$ cat config.mk
export PLATFORM = sky130hd
export DESIGN_NAME = piso_serializer
export DESIGN_NICKNAME = d
export VERILOG_FILES = /design/src/rtl/piso_serializer_pkg.sv /design/src/rtl/piso_serializer.sv
export SDC_FILE = /design/constraint.sdc
export NUM_CORES = 1
export LEC_CHECK = 0
export ABC_CLOCK_PERIOD_IN_PS = 2600
export CAP_MARGIN = 20
export CORE_ASPECT_RATIO = 0.75
export CORE_MARGIN = 2
export CORE_UTILIZATION = 30
export CTS_CLUSTER_SIZE = 40
export DETAILED_ROUTE_END_ITERATION = 7
export REMOVE_ABC_BUFFERS = 1
export SETUP_SLACK_MARGIN = 0.2
export SLEW_MARGIN = 10
export SYNTH_ARGS = -nofsm -noshare
export SYNTH_HDL_FRONTEND = slang
export SYNTH_SLANG_ARGS = --single-unit
$ cat constraint.sdc
create_clock -name clk -period 2.6 [get_ports clk]
set_input_delay 0.52 -clock clk [delete_from_list [all_inputs] [get_ports clk]]
set_output_delay 0.52 -clock clk [all_outputs]
set_load 0.03 [all_outputs]
$ cat src/rtl/piso_serializer_pkg.sv
`default_nettype none
// ============================================================================
//  Package     : piso_pkg
//  Description : Shared definitions for the parallel-in, serial-out
//                serializer: FSM state encoding and the helper that sizes
//                the remaining-bit down-counter.
//  Revision    : 1.0 - initial release
// ============================================================================
package piso_pkg;

  // FSM state encoding (1-bit state register)
  localparam logic ST_IDLE  = 1'b0;
  localparam logic ST_SHIFT = 1'b1;

  // Width of a counter that must hold values 0 .. width-1.
  // Clamped to at least one bit so a degenerate width still elaborates.
  function automatic int cnt_width(input int width);
    if (width < 2) begin
      return 1;
    end
    return $clog2(width);
  endfunction

endpackage : piso_pkg
`default_nettype wire

$ cat src/rtl/piso_serializer.sv
`default_nettype none
// ============================================================================
//  Module      : piso_serializer
//  Description : Parallel-in, serial-out shift register. Accepts a WIDTH-bit
//                word over a valid/ready handshake and emits it one bit per
//                clock on sout, honouring downstream back-pressure. A new
//                word may be accepted during the last-bit cycle, giving
//                gap-free streaming of consecutive words.
//  Revision    : 1.0 - initial release
//
//  Parameters
//    WIDTH      word length in bits (2..64)
//    MSB_FIRST  1: bit WIDTH-1 leaves first, 0: bit 0 leaves first
//
//  Ports
//    clk         in   rising-edge clock
//    rst_n       in   asynchronous active-low reset
//    din         in   parallel word to serialize
//    din_valid   in   din is valid
//    din_ready   out  block can accept din this cycle
//    sout        out  serial data bit
//    sout_valid  out  sout carries a frame bit
//    sout_ready  in   downstream consumes sout this cycle
//    sout_last   out  current sout bit is the final bit of the word
//    busy        out  a word is in flight
// ============================================================================
module piso_serializer
  import piso_pkg::*;
#(
  parameter int WIDTH     = 8,
  parameter bit MSB_FIRST = 1'b1
) (
  input  logic             clk,
  input  logic             rst_n,
  input  logic [WIDTH-1:0] din,
  input  logic             din_valid,
  output logic             din_ready,
  output logic             sout,
  output logic             sout_valid,
  input  logic             sout_ready,
  output logic             sout_last,
  output logic             busy
);

  localparam int               CNT_W   = cnt_width(WIDTH);
  localparam logic [CNT_W-1:0] CNT_MAX = CNT_W'(WIDTH - 1);

  logic             state_q, state_d;
  logic [WIDTH-1:0] shreg_q, shreg_d;
  logic [CNT_W-1:0] cnt_q,   cnt_d;

  logic             shreg_shifted_bit_unused;
  logic [WIDTH-1:0] shreg_shifted;
  logic             out_bit;
  logic             accept;
  logic             xfer;

  // The output end of the shift register depends on bit order; the register
  // always shifts toward that end with zero fill.
  generate
    if (MSB_FIRST) begin : g_msb_first
      assign shreg_shifted            = {shreg_q[WIDTH-2:0], 1'b0};
      assign out_bit                  = shreg_q[WIDTH-1];
      assign shreg_shifted_bit_unused = shreg_q[0];
    end else begin : g_lsb_first
      assign shreg_shifted            = {1'b0, shreg_q[WIDTH-1:1]};
      assign out_bit                  = shreg_q[0];
      assign shreg_shifted_bit_unused = shreg_q[WIDTH-1];
    end
  endgenerate

  assign accept = din_valid && din_ready;
  assign xfer   = (state_q == ST_SHIFT) && sout_ready;

  // State register
  always_ff @(posedge clk or negedge rst_n) begin
    if (!rst_n) begin
      state_q <= ST_IDLE;
      shreg_q <= '0;
      cnt_q   <= '0;
    end else begin
      state_q <= state_d;
      shreg_q <= shreg_d;
      cnt_q   <= cnt_d;
    end
  end

  // Next-state logic. An accept can only coincide with a bit transfer on the
  // last bit (din_ready needs sout_ready in SHIFT), so reloading takes
  // priority and naturally gives the zero-gap hand-over.
  always_comb begin
    state_d = state_q;
    shreg_d = shreg_q;
    cnt_d   = cnt_q;
    if (accept) begin
      state_d = ST_SHIFT;
      shreg_d = din;
      cnt_d   = CNT_MAX;
    end else if (xfer) begin
      shreg_d = shreg_shifted;
      if (cnt_q == '0) begin
        state_d = ST_IDLE;
      end else begin
        cnt_d = cnt_q - CNT_W'(1);
      end
    end
  end

  // Output logic, all derived from registered state plus sout_ready.
  always_comb begin
    busy       = (state_q == ST_SHIFT);
    sout_valid = (state_q == ST_SHIFT);
    sout       = (state_q == ST_SHIFT) && out_bit;
    sout_last  = (state_q == ST_SHIFT) && (cnt_q == '0);
    din_ready  = (state_q == ST_IDLE) || ((cnt_q == '0) && sout_ready);
  end

endmodule : piso_serializer
`default_nettype wire

# Word-level counts from Yosys, hierarchy flattened
# Cells that the tools add are included.
totals:
  ff_bits: 12
  inputBits: 12
  output_inout_bits: 5
  wordCells: 25
op_classes:
  add_sub_neg: 1
  eq_ne: 1
  n_mux: 8
  bitwise: 1
  reduce_logical: 11
op_table:
  columns: ["cell", "count"]
  rows:
  - ["$mux W8", 2]
  - ["$mux W3", 3]
  - ["$logic_and A1 B1 Y1", 5]
  - ["$reduce_and A2 Y1", 2]
  - ["$reduce_bool A2 Y1", 2]
  - ["$logic_not A3 Y1", 1]
  - ["$mux W1", 3]
  - ["$sub A3 B1 Y3 const B", 1]
  - ["$ne A2 B2 Y1 const B", 1]
  - ["$logic_or A1 B1 Y1", 1]
  - ["$not A1 Y1", 1]

# Depth between registers and ports, before layout
depth:
  depth_word: 6
  depth_mapped: 6
  depth_no_buf: 5

# Worst setup path before layout
# OpenSTA, ideal clock, no wires.
synth_timing:
  path_kind: "flip-flop to output port"
  from: "register cnt_q[0]"
  to: "output din_ready"
  arrival_ns: 1.548
  t_required_ns: 2.080
  slack_ns: 0.532
  path_stages_with_launch: 5
  n_path_buf: 0
  cell_sequence: "dfrtp_1 -> inv_1 -> ha_1 -> nand2b_2 -> o21ai_0"
synth_via:
  elab_chain_len: 3
synth_lines:
  columns: ["item", "line", "rtl"]
  rows:
  - ["start: declaration", "piso_serializer.sv:50", "logic [CNT_W-1:0] cnt_q, cnt_d;"]
  - ["start signal: assignment", "piso_serializer.sv:84", "cnt_q <= cnt_d;"]
  - ["$logic_not A3 Y1", "piso_serializer.sv:115", "din_ready = (state_q == ST_IDLE) || ((cnt_q == '0) && sout_ready);"]
  - ["$logic_and A1 B1 Y1", "piso_serializer.sv:115", null]
  - ["$logic_or A1 B1 Y1", "piso_serializer.sv:115", null]
  - ["end: declaration", "piso_serializer.sv:37", "output logic din_ready,"]
# Every way passes these cells.

# Final worst setup path
layout_timing:
  from: "register cnt_q[0]"
  to: "output sout_last"
layout_via:
  elab_chain_len: 2
layout_lines:
  columns: ["item", "line", "rtl"]
  rows:
  - ["$logic_not A3 Y1", "piso_serializer.sv:114", "sout_last = (state_q == ST_SHIFT) && (cnt_q == '0);"]
  - ["$logic_and A1 B1 Y1", "piso_serializer.sv:114", null]
  - ["end: declaration", "piso_serializer.sv:41", "output logic sout_last,"]
# Every way passes these cells.

==> impl_metrics.env <==
export IMPL_outcome="finished clean"
export IMPL_initial_core_util=0.3125
export IMPL_count_of_flip_flops_with_a_built_in_enable_after_synthesis=0
export IMPL_io_pins=17
export IMPL_worstPathArrival_ns=1.77
export IMPL_routedWlPerCell_um=14.41
export IMPL_largest_fanout_of_any_net_on_the_critical_path=6
export IMPL_grt_overflow_total=0
export IMPL_syn_inst_count=80
export IMPL_place_area_um2=975.9
export IMPL_largest_net_degree_at_the_start_of_global_routing=13
export IMPL_critical_path_top_delay_family="buffers and inverters"
export IMPL_drt_pre_antenna_iters=5
export IMPL_final_min_period_over_clock_period=0.8812
export IMPL_yosys_most_used_dff="dfrtp_1"
export IMPL_setup_tns_ns=0
export IMPL_design_final_nets=112
export IMPL_postLayoutCellArea_mm2=0.001012
export IMPL_critPathKind="flop to output port"
export IMPL_power_share_sequential=0.392
export IMPL_detailed_place_hpwl_um=1341
export IMPL_via_count=698
export IMPL_area_growth_from_synthesis_to_layout_pct=24.46
export IMPL_fmax_mhz=436.4
export IMPL_setup_viol=0
export IMPL_tritoncts="built"
export IMPL_worstPathCellList="inv_1 -> ha_1 -> and2b_2 -> and2_1 -> clkdlybuf4s15_1"
export IMPL_finish_utilization=0.3889
export IMPL_drv_max_cap_violation_count=0
export IMPL_critPathLaunchType="flop"
export IMPL_crit_path_end_kind="output port"
export IMPL_synth_top_cells_by_area="dfrtp_1 37%, o32ai_1 7.5%, mux2_2 6.9%"
export IMPL_timing_hold_violations_final=0
export IMPL_rsz_0062_raised_after_global_routing="no"
export IMPL_finalWorstPathRequiredPeriod_ns=2.291
export IMPL_synthesis_yosys_warnings=0
export IMPL_ir_drop_uv=288.6
export IMPL_comb_power_share=0.413
export IMPL_final_max_slew_violation_count=0
export IMPL_worst_ep_required_time_ns=2.08
export IMPL_fin_worst_hold_slack_ns=0.5518
export IMPL_synth_largest_area_cell="dfrtp_1"
export IMPL_swShare=0.3660
export IMPL_average_vias_per_placed_instance=5.248
export IMPL_wirelength_um=1917
export IMPL_row_count=16
export IMPL_async_flop_share=1.000
export IMPL_cts_setup_buffers=0
export IMPL_htreeDepth=1
export IMPL_worstHoldPathType="flop to flop"
export IMPL_post_route_cells_drive_above_1_share=0.1959
export IMPL_numClockSinks=12
export IMPL_synth_most_common_cell="dfrtp_1"
export IMPL_drc=0
export IMPL_clkLatencyLatePin_ns=0.28
export IMPL_power_per_cell_area_mw_per_mm2=798.1
export IMPL_antenna_violating_nets_post_route=0
export IMPL_first_pass_grt_wire_length_um=3084
export IMPL_cts_buffers=3
export IMPL_clk_root_buffer_cell="clkbuf_4"
export IMPL_die_area_mm2=0.003148
export IMPL_die_width_um=64.12
export IMPL_clock_pin_transition_on_the_worst_setup_and_hold_timing_paths_ns=0.09
export IMPL_total_power_uw=807.9
export IMPL_clock_tree_buffer_depth=2
export IMPL_netlist_area_um2=813.3
export IMPL_track_usage=0.1275
export IMPL_critical_path_buf_inv_count=2
export IMPL_place_gp_congestion=0.8696
export IMPL_antenna_found_initial=0
export IMPL_crit_slowest_cell="dfrtp_1"
export IMPL_clock_skew_final_ns=0.003717
export IMPL_power_leakage_uw=0.0004094
export IMPL_count_of_input_and_output_buffers=16
export IMPL_synth_seq_cells=12
export IMPL_timing_max_slew_rel_slack=0.5942
export IMPL_synth_largest_type_area_fraction=0.3692
export IMPL_first_global_vias=627
export IMPL_internal_power_uw=512.2
export IMPL_drtIter0Drc=21
export IMPL_critical_path_max_stage_delay_ns=0.40
export IMPL_fp_dieH_um=49.09
export IMPL_p_sw_uw=295.7
export IMPL_synth_cell_types=28
export IMPL_area_of_the_core_region_mm2=0.002603
export IMPL_tightest_slew_ns=0.6068
export IMPL_portion_of_total_power_attributed_to_the_clock_network=0.195
export IMPL_synthesis_area_per_instance_um2=10.17
export IMPL_most_used_standard_cells_in_the_synthesized_netlist="12 x dfrtp_1, 9 x o22ai_1, 7 x nor2_1, 7 x o32ai_1, 5 x mux2_2"
export IMPL_ant_cells=0
export IMPL_ys_seq_area_frac=0.3692
## power by group through the flow
stage / logic (µW) / registers [µW] / clock network, µW
after floorplan: 231 / 308 / 0
after global placement: 323 / 312 / 0
after detailed placement: 334 / 317 / 0
after CTS: 333 / 313 / 164
after global routing: 363 / 328 / 169
final: 334 / 317 / 157
## what timing repair did
item | in CTS | in global routing
endpoints found under the setup margin | 1 | 1
cloned | 0 | 0
hold buffers | 0 | 0
gates resized for setup | 1 | 1
## sequential cells by signal (all words and copies together), names as in the netlist
register and cells:
cnt_q 3, shreg_q 8, busy 1
## cells by family after synthesis
family	count (synthesis)	synth area share
AOI/OAI and AO/OA	26	0.2277
adders and majority gates	2	0.03076
buffers and inverters	11	0.1046
DFF	12	0.3692
muxes	8	0.1092
and+or+nand+nor	21	0.1585
## metal layers
layer  track usage  vias to the layer above  wire length (µm)
li1              -                      336                 -
met1        0.1717                      340               936
met2        0.1979                       20               877
met3       0.04850                        2                95
met4       0.02128                        0                 8
met5             0                        -                 0
## path summary, 6_finish.rpt
check / slack [ns] / startpoint / to / cells after the start
setup / recovery: 0.31 / cnt_q[0]$_DFFE_PN0P_ / sout_last / 5
hold / removal: 0.55 / shreg_q[7]$_DFFE_PN0P_ / shreg_q[7]$_DFFE_PN0P_ / 2
setup reg to reg: 1.08 / cnt_q[0]$_DFFE_PN0P_ / shreg_q[5]$_DFFE_PN0P_ / 5
hold reg to reg: 0.55 / shreg_q[7]$_DFFE_PN0P_ / shreg_q[7]$_DFFE_PN0P_ / 2
max in group asynchronous: 1.60 / rst_n / cnt_q[0]$_DFFE_PN0P_ / 1
min in group asynchronous: 0.61 / rst_n / cnt_q[2]$_DFFE_PN0P_ / 1
## through the flow
step | worst slack (ns) | std cells
6_report | 0.3088 | 133
3_3_place_gp | 0.3642 | 129
3_5_place_dp | 0.3234 | 129
5_1_grt | 0.2037 | 133
2_1_floorplan | 0.5292 | 73
4_1_cts | 0.2633 | 133
## layout make-up
type	count	area (µm²)
fill	270	1590
multi-input combinational	57	427.9
timing repair buffer	20	187.7
clock buffer	4	36.28
sequential	12	300.3
inverter	4	15.01
tap	36	45.04
## placed cells by master, fill, tap and decap left out, drive strengths merged, types with 2 or more instances in the layout
cell,netlist,routed
and2,2,2
mux2,7,7
o32ai,7,7
o22ai,9,9
nand2,4,4
nand2b,3,3
inv,4,4
a21oi,2,2
clkdlybuf4s50,0,14
nor2,7,7
a211oi,2,2
buf,5,5
ha,2,2
clkbuf,2,4
o21ai,3,3
dfrtp,12,12
## worst reg2reg max path, stage by stage (launching register included)
cell and delay, ns:
dfrtp_1 0.38, inv_1 0.07, ha_1 0.28, and3b_1 0.29, o32ai_1 0.31, nor2_1 0.08
Power figures use the tool's default switching activity.
